$ cat src/rtl/wb_pkg.sv
// Shared Wishbone widths and arbiter state encoding for the 2:1 interconnect arbiter.
package wb_pkg;

    localparam int WB_ADR_W = 32;
    localparam int WB_DAT_W = 32;
    localparam int WB_SEL_W = 4;

    typedef enum logic [1:0] {
        IDLE   = 2'd0,
        OWN_M0 = 2'd1,
        OWN_M1 = 2'd2
    } arb_state_t;

    // One-hot owner vector; zero while the bus is idle.
    function automatic logic [1:0] grant_of(input arb_state_t s);
        logic [1:0] g;
        g = 2'b00;
        if (s == OWN_M0) g = 2'b01;
        if (s == OWN_M1) g = 2'b10;
        return g;
    endfunction

endpackage

$ cat src/rtl/wb_outstanding_tracker.sv
// Counts accepted-but-unanswered requests and raises a timeout when responses stop arriving.
module wb_outstanding_tracker #(
    parameter int MAX_OUTSTANDING = 8,
    parameter int TIMEOUT_CYCLES  = 1024
) (
    input  logic i_clk,
    input  logic i_rst_n,
    input  logic req_accept,
    input  logic resp,
    input  logic clear,
    output logic count_full,
    output logic count_zero,
    output logic timeout
);

    localparam int CNT_W = $clog2(MAX_OUTSTANDING + 1);

    logic [CNT_W-1:0] count_reg;
    logic [CNT_W-1:0] count_next;
    logic             dec;

    assign count_zero = (count_reg == '0);
    assign count_full = (count_reg == CNT_W'(MAX_OUTSTANDING));
    // A response with nothing outstanding must not wrap the counter.
    assign dec        = resp & ~count_zero;

    always_comb begin
        count_next = count_reg;
        if (clear) begin
            count_next = '0;
        end else if (req_accept && !dec) begin
            count_next = count_reg + CNT_W'(1);
        end else if (dec && !req_accept) begin
            count_next = count_reg - CNT_W'(1);
        end
    end

    always_ff @(posedge i_clk or negedge i_rst_n) begin
        if (!i_rst_n) begin
            count_reg <= '0;
        end else begin
            count_reg <= count_next;
        end
    end

    if (TIMEOUT_CYCLES > 0) begin : g_wd
        localparam int WD_W = (TIMEOUT_CYCLES > 1) ? $clog2(TIMEOUT_CYCLES) : 1;
        logic [WD_W-1:0] wd_reg;

        always_ff @(posedge i_clk or negedge i_rst_n) begin
            if (!i_rst_n) begin
                wd_reg <= '0;
            end else if (clear || count_zero || resp) begin
                wd_reg <= '0;
            end else begin
                wd_reg <= wd_reg + WD_W'(1);
            end
        end

        assign timeout = ~count_zero & ~resp & (wd_reg == WD_W'(TIMEOUT_CYCLES - 1));
    end else begin : g_no_wd
        assign timeout = 1'b0;
    end

endmodule

$ cat src/rtl/wb_arbiter_2to1.sv
// Two-controller pipelined Wishbone arbiter: whole-cycle grants, outstanding limit, watchdog abort.
module wb_arbiter_2to1
    import wb_pkg::*;
#(
    parameter int ROUND_ROBIN     = 1,
    parameter int MAX_OUTSTANDING = 8,
    parameter int TIMEOUT_CYCLES  = 1024
) (
    input  logic                i_clk,
    input  logic                i_rst_n,
    input  logic                m0_cyc,
    input  logic                m0_stb,
    input  logic                m0_we,
    input  logic [WB_ADR_W-1:0] m0_adr,
    input  logic [WB_DAT_W-1:0] m0_dat_w,
    input  logic [WB_SEL_W-1:0] m0_sel,
    output logic [WB_DAT_W-1:0] m0_dat_r,
    output logic                m0_ack,
    output logic                m0_err,
    output logic                m0_stall,
    input  logic                m1_cyc,
    input  logic                m1_stb,
    input  logic                m1_we,
    input  logic [WB_ADR_W-1:0] m1_adr,
    input  logic [WB_DAT_W-1:0] m1_dat_w,
    input  logic [WB_SEL_W-1:0] m1_sel,
    output logic [WB_DAT_W-1:0] m1_dat_r,
    output logic                m1_ack,
    output logic                m1_err,
    output logic                m1_stall,
    output logic                s_cyc,
    output logic                s_stb,
    output logic                s_we,
    output logic [WB_ADR_W-1:0] s_adr,
    output logic [WB_DAT_W-1:0] s_dat_w,
    output logic [WB_SEL_W-1:0] s_sel,
    input  logic [WB_DAT_W-1:0] s_dat_r,
    input  logic                s_ack,
    input  logic                s_err,
    input  logic                s_stall,
    output logic [1:0]          o_grant,
    output logic                o_timeout
);

    arb_state_t state_reg, state_next;
    logic       rr_last_reg, rr_last_next;    // 1 = m1 was the last owner

    logic [1:0] grant;
    logic       owned, sel_m1;
    logic       own_cyc, own_stb, own_we;
    logic [WB_ADR_W-1:0] own_adr;
    logic [WB_DAT_W-1:0] own_dat_w;
    logic [WB_SEL_W-1:0] own_sel;
    logic       count_full, count_zero, timeout;
    logic       req_accept, resp, clear;

    assign grant  = grant_of(state_reg);
    assign owned  = (state_reg != IDLE);
    assign sel_m1 = (state_reg == OWN_M1);

    assign own_cyc   = sel_m1 ? m1_cyc   : m0_cyc;
    assign own_stb   = sel_m1 ? m1_stb   : m0_stb;
    assign own_we    = sel_m1 ? m1_we    : m0_we;
    assign own_adr   = sel_m1 ? m1_adr   : m0_adr;
    assign own_dat_w = sel_m1 ? m1_dat_w : m0_dat_w;
    assign own_sel   = sel_m1 ? m1_sel   : m0_sel;

    // The watchdog abort drops CYC in the same cycle the error is reported.
    assign s_cyc   = owned & own_cyc & ~timeout;
    assign s_stb   = owned & own_stb & ~count_full & ~timeout;
    assign s_we    = owned & own_we;
    assign s_adr   = owned ? own_adr   : '0;
    assign s_dat_w = owned ? own_dat_w : '0;
    assign s_sel   = owned ? own_sel   : '0;

    assign req_accept = s_stb & ~s_stall;
    assign resp       = owned & (s_ack | s_err) & ~count_zero;
    assign clear      = owned & (~own_cyc | timeout);

    wb_outstanding_tracker #(
        .MAX_OUTSTANDING(MAX_OUTSTANDING),
        .TIMEOUT_CYCLES (TIMEOUT_CYCLES)
    ) u_tracker (
        .i_clk     (i_clk),
        .i_rst_n   (i_rst_n),
        .req_accept(req_accept),
        .resp      (resp),
        .clear     (clear),
        .count_full(count_full),
        .count_zero(count_zero),
        .timeout   (timeout)
    );

    logic [1:0]          m_ack, m_err, m_stall;
    logic [WB_DAT_W-1:0] m_dat_r [2];

    for (genvar gi = 0; gi < 2; gi++) begin : g_resp
        assign m_ack[gi]   = grant[gi] & s_ack;
        assign m_err[gi]   = grant[gi] & (s_err | timeout);
        assign m_stall[gi] = ~grant[gi] | s_stall | count_full;
        assign m_dat_r[gi] = grant[gi] ? s_dat_r : '0;
    end

    assign m0_ack   = m_ack[0];
    assign m0_err   = m_err[0];
    assign m0_stall = m_stall[0];
    assign m0_dat_r = m_dat_r[0];
    assign m1_ack   = m_ack[1];
    assign m1_err   = m_err[1];
    assign m1_stall = m_stall[1];
    assign m1_dat_r = m_dat_r[1];

    assign o_grant   = grant;
    assign o_timeout = timeout;

    always_comb begin
        state_next   = state_reg;
        rr_last_next = rr_last_reg;
        case (state_reg)
            IDLE: begin
                if (m0_cyc && m1_cyc) begin
                    if (ROUND_ROBIN != 0) state_next = rr_last_reg ? OWN_M0 : OWN_M1;
                    else                  state_next = OWN_M1;
                end else if (m0_cyc) begin
                    state_next = OWN_M0;
                end else if (m1_cyc) begin
                    state_next = OWN_M1;
                end
            end
            OWN_M0, OWN_M1: begin
                if (clear) begin
                    state_next   = IDLE;
                    rr_last_next = sel_m1;
                end
            end
            default: state_next = IDLE;
        endcase
    end

    always_ff @(posedge i_clk or negedge i_rst_n) begin
        if (!i_rst_n) begin
            state_reg   <= IDLE;
            rr_last_reg <= 1'b1;
        end else begin
            state_reg   <= state_next;
            rr_last_reg <= rr_last_next;
        end
    end

endmodule
$ cat config.mk
export PLATFORM = sky130hd
export DESIGN_NAME = wb_arbiter_2to1
export DESIGN_NICKNAME = d
export VERILOG_FILES = /design/src/rtl/wb_pkg.sv /design/src/rtl/wb_outstanding_tracker.sv /design/src/rtl/wb_arbiter_2to1.sv
export SDC_FILE = /design/constraint.sdc
export NUM_CORES = 1
export LEC_CHECK = 0
export ABC_AREA = 1
export BUFFER_PORTS_ARGS = -buffer_cell sky130_fd_sc_hd__buf_2
export CAP_MARGIN = 25
export CELL_PAD_IN_SITES_DETAIL_PLACEMENT = 1
export CELL_PAD_IN_SITES_GLOBAL_PLACEMENT = 2
export CORE_MARGIN = 3
export CORE_UTILIZATION = 13
export CTS_CLUSTER_DIAMETER = 80
export DETAILED_ROUTE_END_ITERATION = 12
export GPL_TIMING_DRIVEN = 0
export PLACE_DENSITY = 0.88
export SYNTH_ARGS = -nofsm -noshare
export SYNTH_HDL_FRONTEND = slang
export SYNTH_HIERARCHICAL = 1
export SYNTH_SLANG_ARGS = --single-unit
$ cat constraint.sdc
create_clock -name i_clk -period 3.5 [get_ports i_clk]
set_input_delay 0.35 -clock i_clk [delete_from_list [all_inputs] [get_ports i_clk]]
set_output_delay 0.35 -clock i_clk [all_outputs]
set_load 0.02 [all_outputs]
### Yosys cells after proc, flatten, opt, wreduce, memory -nomap -nowiden

Cells that the tools add are included.
Widths: inputs -> output; s select.

* bits in registers: 17
* input port bits: 179
* word-level logic and storage cells: 82

* eq/ne operators: 6
* bitwise operators: 32
* reduce and logical (&&, ||, !) cells: 14
* $add $sub $neg: 3
* multiplexer cells: 23

Operators by type and width (number)
* $mux 32: 6
* $mux 4: 5
* $and 1x1->1: 17
* $mux 2: 6
* $add 10x1->10 const B: 1
* $eq 10x10->1 const B: 1
* $mux 10: 1
* $not 1->1: 8
* $or 1x1->1: 7
* $add 4x1->4 const B: 1
* $eq 4x4->1 const B: 1
* $logic_not 4->1: 1
* $mux 1: 4
* $ne 4x4->1 const B: 1
* $pmux 2 s2: 1
* $reduce_and 2->1: 2
* $sub 4x1->4 const B: 1
* $logic_and 1x1->1: 3
* $reduce_bool 3->1: 1
* $eq 2x1->1 const B: 1
* $eq 2x2->1 const B: 1
* $logic_not 1->1: 2
* $logic_not 2->1: 1
* $logic_or 1x1->1: 2
* other kinds (3): 3

### Longest topological paths before layout

* depth in word-level cells: 14
* mapped depth: 19
* mapped depth without buffers: 19

### Hierarchy

Netlist, hierarchy kept.

By module, submodules not included
* wb_arbiter_2to1: area an instance 1938.1 um^2, cells each 422, times used 1
* wb_outstanding_tracker: area an instance 833.3 um^2, cells each 98, times used 1

### Worst setup path before layout

Ideal clock, no wire load.

* path kind: reg2reg
* start point: register state_reg[0]
* end point: register u_tracker.count_reg[3]
* required time: 3.383 ns
* path slack: 0.488 ns
* path buffers: 0
* cell stages (with the launch flop): 18
* clock period less this slack: 3.012 ns
* data arrival time: 2.895 ns
* cells stage by stage: dfrtp_1 inv_1 ha_1 nor3_1 nor2_4 nand2_1 nor2_1 inv_1 nand3_1 nor3_2 nand2_4 ha_1 nand2_1 nand2_1 nor2_1 nand3_1 nand3_1 nand2_1

* longest elaborated chain between the ends: 12
* elaborated cells between the ends (all ways): 25

Ends and longest elaborated chain
* start: declaration: RTL line wb_arbiter_2to1.sv:45 `arb_state_t state_reg, state_next;`
* start signal: assignment: RTL line wb_arbiter_2to1.sv:145 `state_reg <= state_next;`
* $reduce_bool 2->1 (*): RTL line wb_arbiter_2to1.sv:58 `assign owned = (state_reg != IDLE);`
* $and 1x1->1 (*) (2 in series): RTL line wb_arbiter_2to1.sv:77 `assign resp = owned & (s_ack | s_err) & ~count_zero;`
* named net resp: RTL line wb_arbiter_2to1.sv:55 `logic req_accept, resp, clear;`
* $not 1->1 (*): RTL line wb_outstanding_tracker.sv:60 `assign timeout = ~count_zero & ~resp & (wd_reg == WD_W'(TIMEOUT_CYCLES - 1));`
* $and 1x1->1 (*) (2 in series): RTL line wb_outstanding_tracker.sv:60
* named net o_timeout: RTL line wb_arbiter_2to1.sv:42 `output logic o_timeout`
* $not 1->1 (*): RTL line wb_arbiter_2to1.sv:70 `assign s_stb = owned & own_stb & ~count_full & ~timeout;`
* $and 1x1->1 (*): RTL line wb_arbiter_2to1.sv:70
* $and 1x1->1 (*): RTL line wb_arbiter_2to1.sv:76 `assign req_accept = s_stb & ~s_stall;`
* named net req_accept: RTL line wb_arbiter_2to1.sv:55
* $logic_and 1x1->1 / $logic_not 1->1 (equally long branches): RTL line wb_outstanding_tracker.sv:31, wb_outstanding_tracker.sv:33
* $mux 4 / $logic_and 1x1->1 (equally long branches): RTL line wb_outstanding_tracker.sv:31, wb_outstanding_tracker.sv:33
* $mux 4 / $reduce_bool 3->1 (equally long branches)
* end signal: assignment: RTL line wb_outstanding_tracker.sv:42 `count_reg <= count_next;`
* end: declaration: RTL line wb_outstanding_tracker.sv:18 `logic [CNT_W-1:0] count_reg;`

Mark *: on every way through the listed nets, which the timed path passes. The rest lies on a longest branch.
A chain may end at the register's enable or synchronous reset.

### Worst setup path after layout

* start point: register state_reg[0]
* end point: register u_tracker.count_reg[3]

* longest elaborated chain between the ends: 12
* elaborated cells between the ends (all ways): 25

Ends and longest elaborated chain (RTL line)
* $reduce_bool 2->1 (*): wb_arbiter_2to1.sv:58
* $and 1x1->1 (*) (2 in series): wb_arbiter_2to1.sv:77
* named net resp: wb_arbiter_2to1.sv:55
* $not 1->1 (*): wb_outstanding_tracker.sv:60
* $and 1x1->1 (*) (2 in series): wb_outstanding_tracker.sv:60
* $not 1->1 (*): wb_arbiter_2to1.sv:70
* $and 1x1->1 (*): wb_arbiter_2to1.sv:70
* $and 1x1->1 (*): wb_arbiter_2to1.sv:76
* named net req_accept: wb_arbiter_2to1.sv:55
* $logic_and 1x1->1 / $logic_not 1->1 (equally long branches): wb_outstanding_tracker.sv:31, wb_outstanding_tracker.sv:33
* $mux 4 / $logic_and 1x1->1 (equally long branches): wb_outstanding_tracker.sv:31, wb_outstanding_tracker.sv:33
* $mux 4 / $reduce_bool 3->1 (equally long branches)

Marks and branches as above.

==> Implementation_results.wiki <==
{| class="wikitable"
! Metric !! Value
|-
| Result of the run || completed
|-
| Top achievable clock speed || about 0.32 GHz
|-
| Number of top-level design ports || about 320
|-
| Post-synthesis instance area || 2770 um2
|-
| Pre-CTS setup slack || between 0.02 and 0.025 ns
|-
| Initial antenna violation count || 0
|-
| Layer with the highest usage after global routing || met2
|-
| Most common library cell in the layout ignoring fill and taps || sky130_fd_sc_hd__buf_2
|-
| Final worst path period need || about 3.1 ns
|-
| Min-delay worst type || input pin to async pin
|-
| Number of flip-flops and latches in the synthesized netlist || 17
|-
| Library cell used as clock root buffer || sky130_fd_sc_hd__clkbuf_16
|-
| Category of the most critical setup path || flip-flop to flip-flop
|-
| Max transition margin || 0.722
|-
| Synth Warn # || 6
|-
| P&R area growth vs syn || 73.7%
|-
| Terminus of the critical flop-to-flop path || u_tracker/count_reg[3]$_DFFE_PN0P_
|-
| Clock tree from TritonCTS || yes
|-
| Layout cells sized above 1 || 0.452
|-
| Internal reg-to-reg setup slack || around 0.36 ns
|-
| Sequential share of the synthesized area || 0.154
|-
| Depth of the worst register-to-register path || 17
|-
| Number of global-route vias before repair || 4360
|-
| Setup WS post-layout || 0.358 ns
|-
| Worst R2R Start || state_reg[0]$_DFFE_PN0P_
|-
| Actual transition at the worst max-transition pin || 0.414 ns
|-
| Skew-Pair Late Insertion Delay || 0.25 ns
|-
| Gate count of the mapped netlist || 520
|-
| Final Hold Vio Count || 0
|-
| Number of distinct library cell variants in the gate-level netlist after synthesis || 36
|-
| Part of the total power dissipated in sequential elements || 0.066
|-
| Net Sw Power || roughly 2.9 mW
|-
| Top-area cell type share of the netlist area || 0.217
|-
| Clock H-tree levels || 1
|-
| Crit path from || state_reg[0]$_DFFE_PN0P_
|-
| Total clock buffers created by CTS || 3
|-
| Count of clock tree sinks || 17
|-
| Port buffer count || between 300 and 400
|-
| Layout Nets || around 1000
|-
| Buffers from clock root to sink, at most || 2
|-
| Routability-driven placement congestion ratio || 0.860
|-
| Flip-flop count of the largest register after layout || 10
|-
| Hold buffers post-CTS || 0
|-
| Final critical-path share of the clock period || 0.898
|-
| Standard-cell rows || 52
|-
| Die X || roughly 150 um
|-
| Number of synthesized flops with an enable pin || 0
|-
| Mapped Avg Cell Area || 5.33 um2
|-
| Power density of the placed cells || 938 nW/um2
|-
| Post-detailed-routing wire length || 16.9 mm
|-
| Worst-case vdd ir drop || between 150 and 200 uV
|-
| Pins over their slew limit || 0
|-
| Final number of setup-violating endpoints || 0
|-
| Die Footprint || 23100 um2
|-
| Total congestion overflow after global routing || 0
|-
| Internal power || 1.64 mW
|-
| Met1 demand-to-capacity share in global routing || 0.160
|-
| Setup TNS Final || 0 ns
|-
| Synth area leaders || sky130_fd_sc_hd__nor2_1 (22%), sky130_fd_sc_hd__dfrtp_1 (14%), sky130_fd_sc_hd__o21ai_0 (13%)
|-
| Sum of net half-perimeters after detailed placement || 14.8 mm
|-
| Clock transition time at the flip-flop clock pins of the worst setup and hold paths || 0.06 ns
|-
| Total DRC errors in the routed layout || 0
|-
| Floorplan die height || 152 um
|-
| GRT Util Overall || 0.134
|-
| Library cell with the largest summed area after synthesis || sky130_fd_sc_hd__nor2_1
|-
| Vias || 4371
|-
| Maximum number of pins on one net before global-route repair || 18
|-
| Layout Skew || roughly 0.0056 ns
|-
| Top FF cell, synth || sky130_fd_sc_hd__dfrtp_1
|-
| Met2 layer usage reported by global route || 0.256
|-
| Detail-routed net length per standard cell || 15.1 um
|-
| Required time of the worst setup path || 3.64 ns
|-
| Top library cells by usage in the layout, fill and taps aside || sky130_fd_sc_hd__buf_2 (337), sky130_fd_sc_hd__nor2_1 (160), sky130_fd_sc_hd__nand2_1 (89), sky130_fd_sc_hd__inv_1 (88), sky130_fd_sc_hd__o21ai_0 (71)
|-
| CP Max Fanout || 7
|-
| Initial standard-cell utilization of the core || 0.135
|-
| LEAKAGE || 3.32 nW
|-
| Detail-routed via count per cell || 3.91
|-
| Iteration-0 DRC Markers || 164
|-
| Data arrival time of the critical path || 3.28 ns
|-
| Initial DRT Pass Iterations || 4
|-
| Syn Nets || around 710
|-
| Switching power as a share of total power || 0.638
|-
| Asr flop ratio synth || 1.00
|-
| Type of destination of the critical path || flip-flop
|-
| Unrepaired setup endpoints after global routing || no
|-
| Global-route wire length before repair || 25.1 mm
|-
| Met3 layer usage reported by global route || 0.0230
|-
| Share of power burned in the clock network || 0.052
|-
| CORE AREA || 20600 um2
|-
| Max Cap Viol || 0
|-
| Number of nets with antenna violations after routing || 0
|-
| Combinational Power Share || 0.882
|-
| Post-layout utilization of the core || 0.234
|-
| Worst Setup Start Kind || flip-flop
|}
-- how the worst max path moves through the flow --
| stage | end | slack, ns | cells past startpoint |
|---|---|---|---|
| 3_3_place_gp | u_tracker/count_reg[3]$_DFFE_PN0P_ | 0.09 | 17 |
| 2_1_floorplan | u_tracker/count_reg[3]$_DFFE_PN0P_ | 0.49 | 17 |
| 3_5_place_dp | u_tracker/count_reg[3]$_DFFE_PN0P_ | 0.02 | 17 |
| 6_report | u_tracker/count_reg[3]$_DFFE_PN0P_ | 0.36 | 17 |
| 5_1_grt | u_tracker/count_reg[3]$_DFFE_PN0P_ | 0.007 | 17 |
| 4_1_cts | u_tracker/count_reg[3]$_DFFE_PN0P_ | 0.21 | 17 |
-- power by group through the flow --
stage	clock network, mW	logic (mW)	registers (mW)
2_1_floorplan	0	2.57	0.289
3_3_place_gp	0	4.02	0.301
3_5_place_dp	0	4.05	0.302
4_1_cts	0.244	4.07	0.298
5_1_grt	0.250	4.35	0.306
6_report	0.234	3.99	0.297
-- cells by family after synthesis --
| group | Yosys count | synth area share |
|---|---|---|
| AO/OA/AOI/OAI | 76 | 0.140 |
| XOR/XNOR | 5 | 0.0158 |
| adder cells (fa/ha/maj) | 8 | 0.0388 |
| buffers and inverters | 123 | 0.202 |
| flip-flops | 17 | 0.154 |
| multiplexers | 1 | 0.00361 |
| AND/OR/NAND/NOR | 290 | 0.446 |
-- timing repair --
item,4_1_cts,5_1_grt
gates resized for setup,1,1
cloned,0,0
endpoints found under the setup margin,1,1
setup buffers,0,0
-- per-stage QoR --
stage	cell area, um2	power (mW)	std cells	hold slack [ns]
after floorplan	2770	2.86	520	0.0544
after global placement	4720	4.32	1112	0.304
after detailed placement	4720	4.35	1112	0.301
after CTS	4810	4.61	1116	0.0252
after global routing	4810	4.91	1116	0.0466
final	4810	4.52	1117	0.0175
-- synth_stat cells, types with 2 or more instances --
| library cell | instances |
|---|---|
| sky130_fd_sc_hd__xor2_1 | 4 |
| sky130_fd_sc_hd__nor3b_1 | 2 |
| sky130_fd_sc_hd__nand2_1 | 89 |
| sky130_fd_sc_hd__buf_6 | 9 |
| sky130_fd_sc_hd__dfrtp_1 | 16 |
| sky130_fd_sc_hd__nand2_2 | 4 |
| sky130_fd_sc_hd__inv_2 | 4 |
| sky130_fd_sc_hd__nand2_4 | 6 |
| sky130_fd_sc_hd__ha_1 | 7 |
| sky130_fd_sc_hd__a21oi_1 | 2 |
| sky130_fd_sc_hd__nor2_2 | 2 |
| sky130_fd_sc_hd__inv_1 | 88 |
| sky130_fd_sc_hd__buf_2 | 15 |
| sky130_fd_sc_hd__clkbuf_2 | 6 |
| sky130_fd_sc_hd__nand3_1 | 13 |
| sky130_fd_sc_hd__nor2_1 | 160 |
| sky130_fd_sc_hd__o21ai_0 | 71 |
| sky130_fd_sc_hd__nor3_1 | 2 |
| sky130_fd_sc_hd__nand4_1 | 3 |
-- cell type report --
cell class,count,area [um2]
flip-flops and latches,17,427
plain buffers,31,214
repair buffers,322,1610
inverters,92,345
clock buffers,3,75.1
clock inverters,1,5.00
fillers,2780,15700
well taps,270,338
multi-input cells,380,1800
diodes,1,2.50
-- critical path, cell delays in order, from the launching register on --
cell and delay [ns]:
sky130_fd_sc_hd__dfrtp_1 0.37, sky130_fd_sc_hd__inv_1 0.09, sky130_fd_sc_hd__ha_1 0.28, sky130_fd_sc_hd__nor3_2 0.42
sky130_fd_sc_hd__nor2_4 0.09, sky130_fd_sc_hd__nand2_1 0.07, sky130_fd_sc_hd__nor2_1 0.08, sky130_fd_sc_hd__inv_1 0.15
sky130_fd_sc_hd__nand3_1 0.17, sky130_fd_sc_hd__nor3_4 0.32, sky130_fd_sc_hd__nand2_4 0.13, sky130_fd_sc_hd__ha_1 0.35
sky130_fd_sc_hd__nand2_1 0.09, sky130_fd_sc_hd__nand2_1 0.05, sky130_fd_sc_hd__nor2_1 0.14, sky130_fd_sc_hd__nand3_1 0.09
sky130_fd_sc_hd__nand3_1 0.09, sky130_fd_sc_hd__nand2_1 0.05
-- routing by layer --
metal / vias up / routed length [um]
li1: 2207 / -
met1: 1996 / 6980
met2: 158 / 8780
met3: 10 / 917
met4: 0 / 178
met5: - / 0
(Power assumes the default switching activity.)
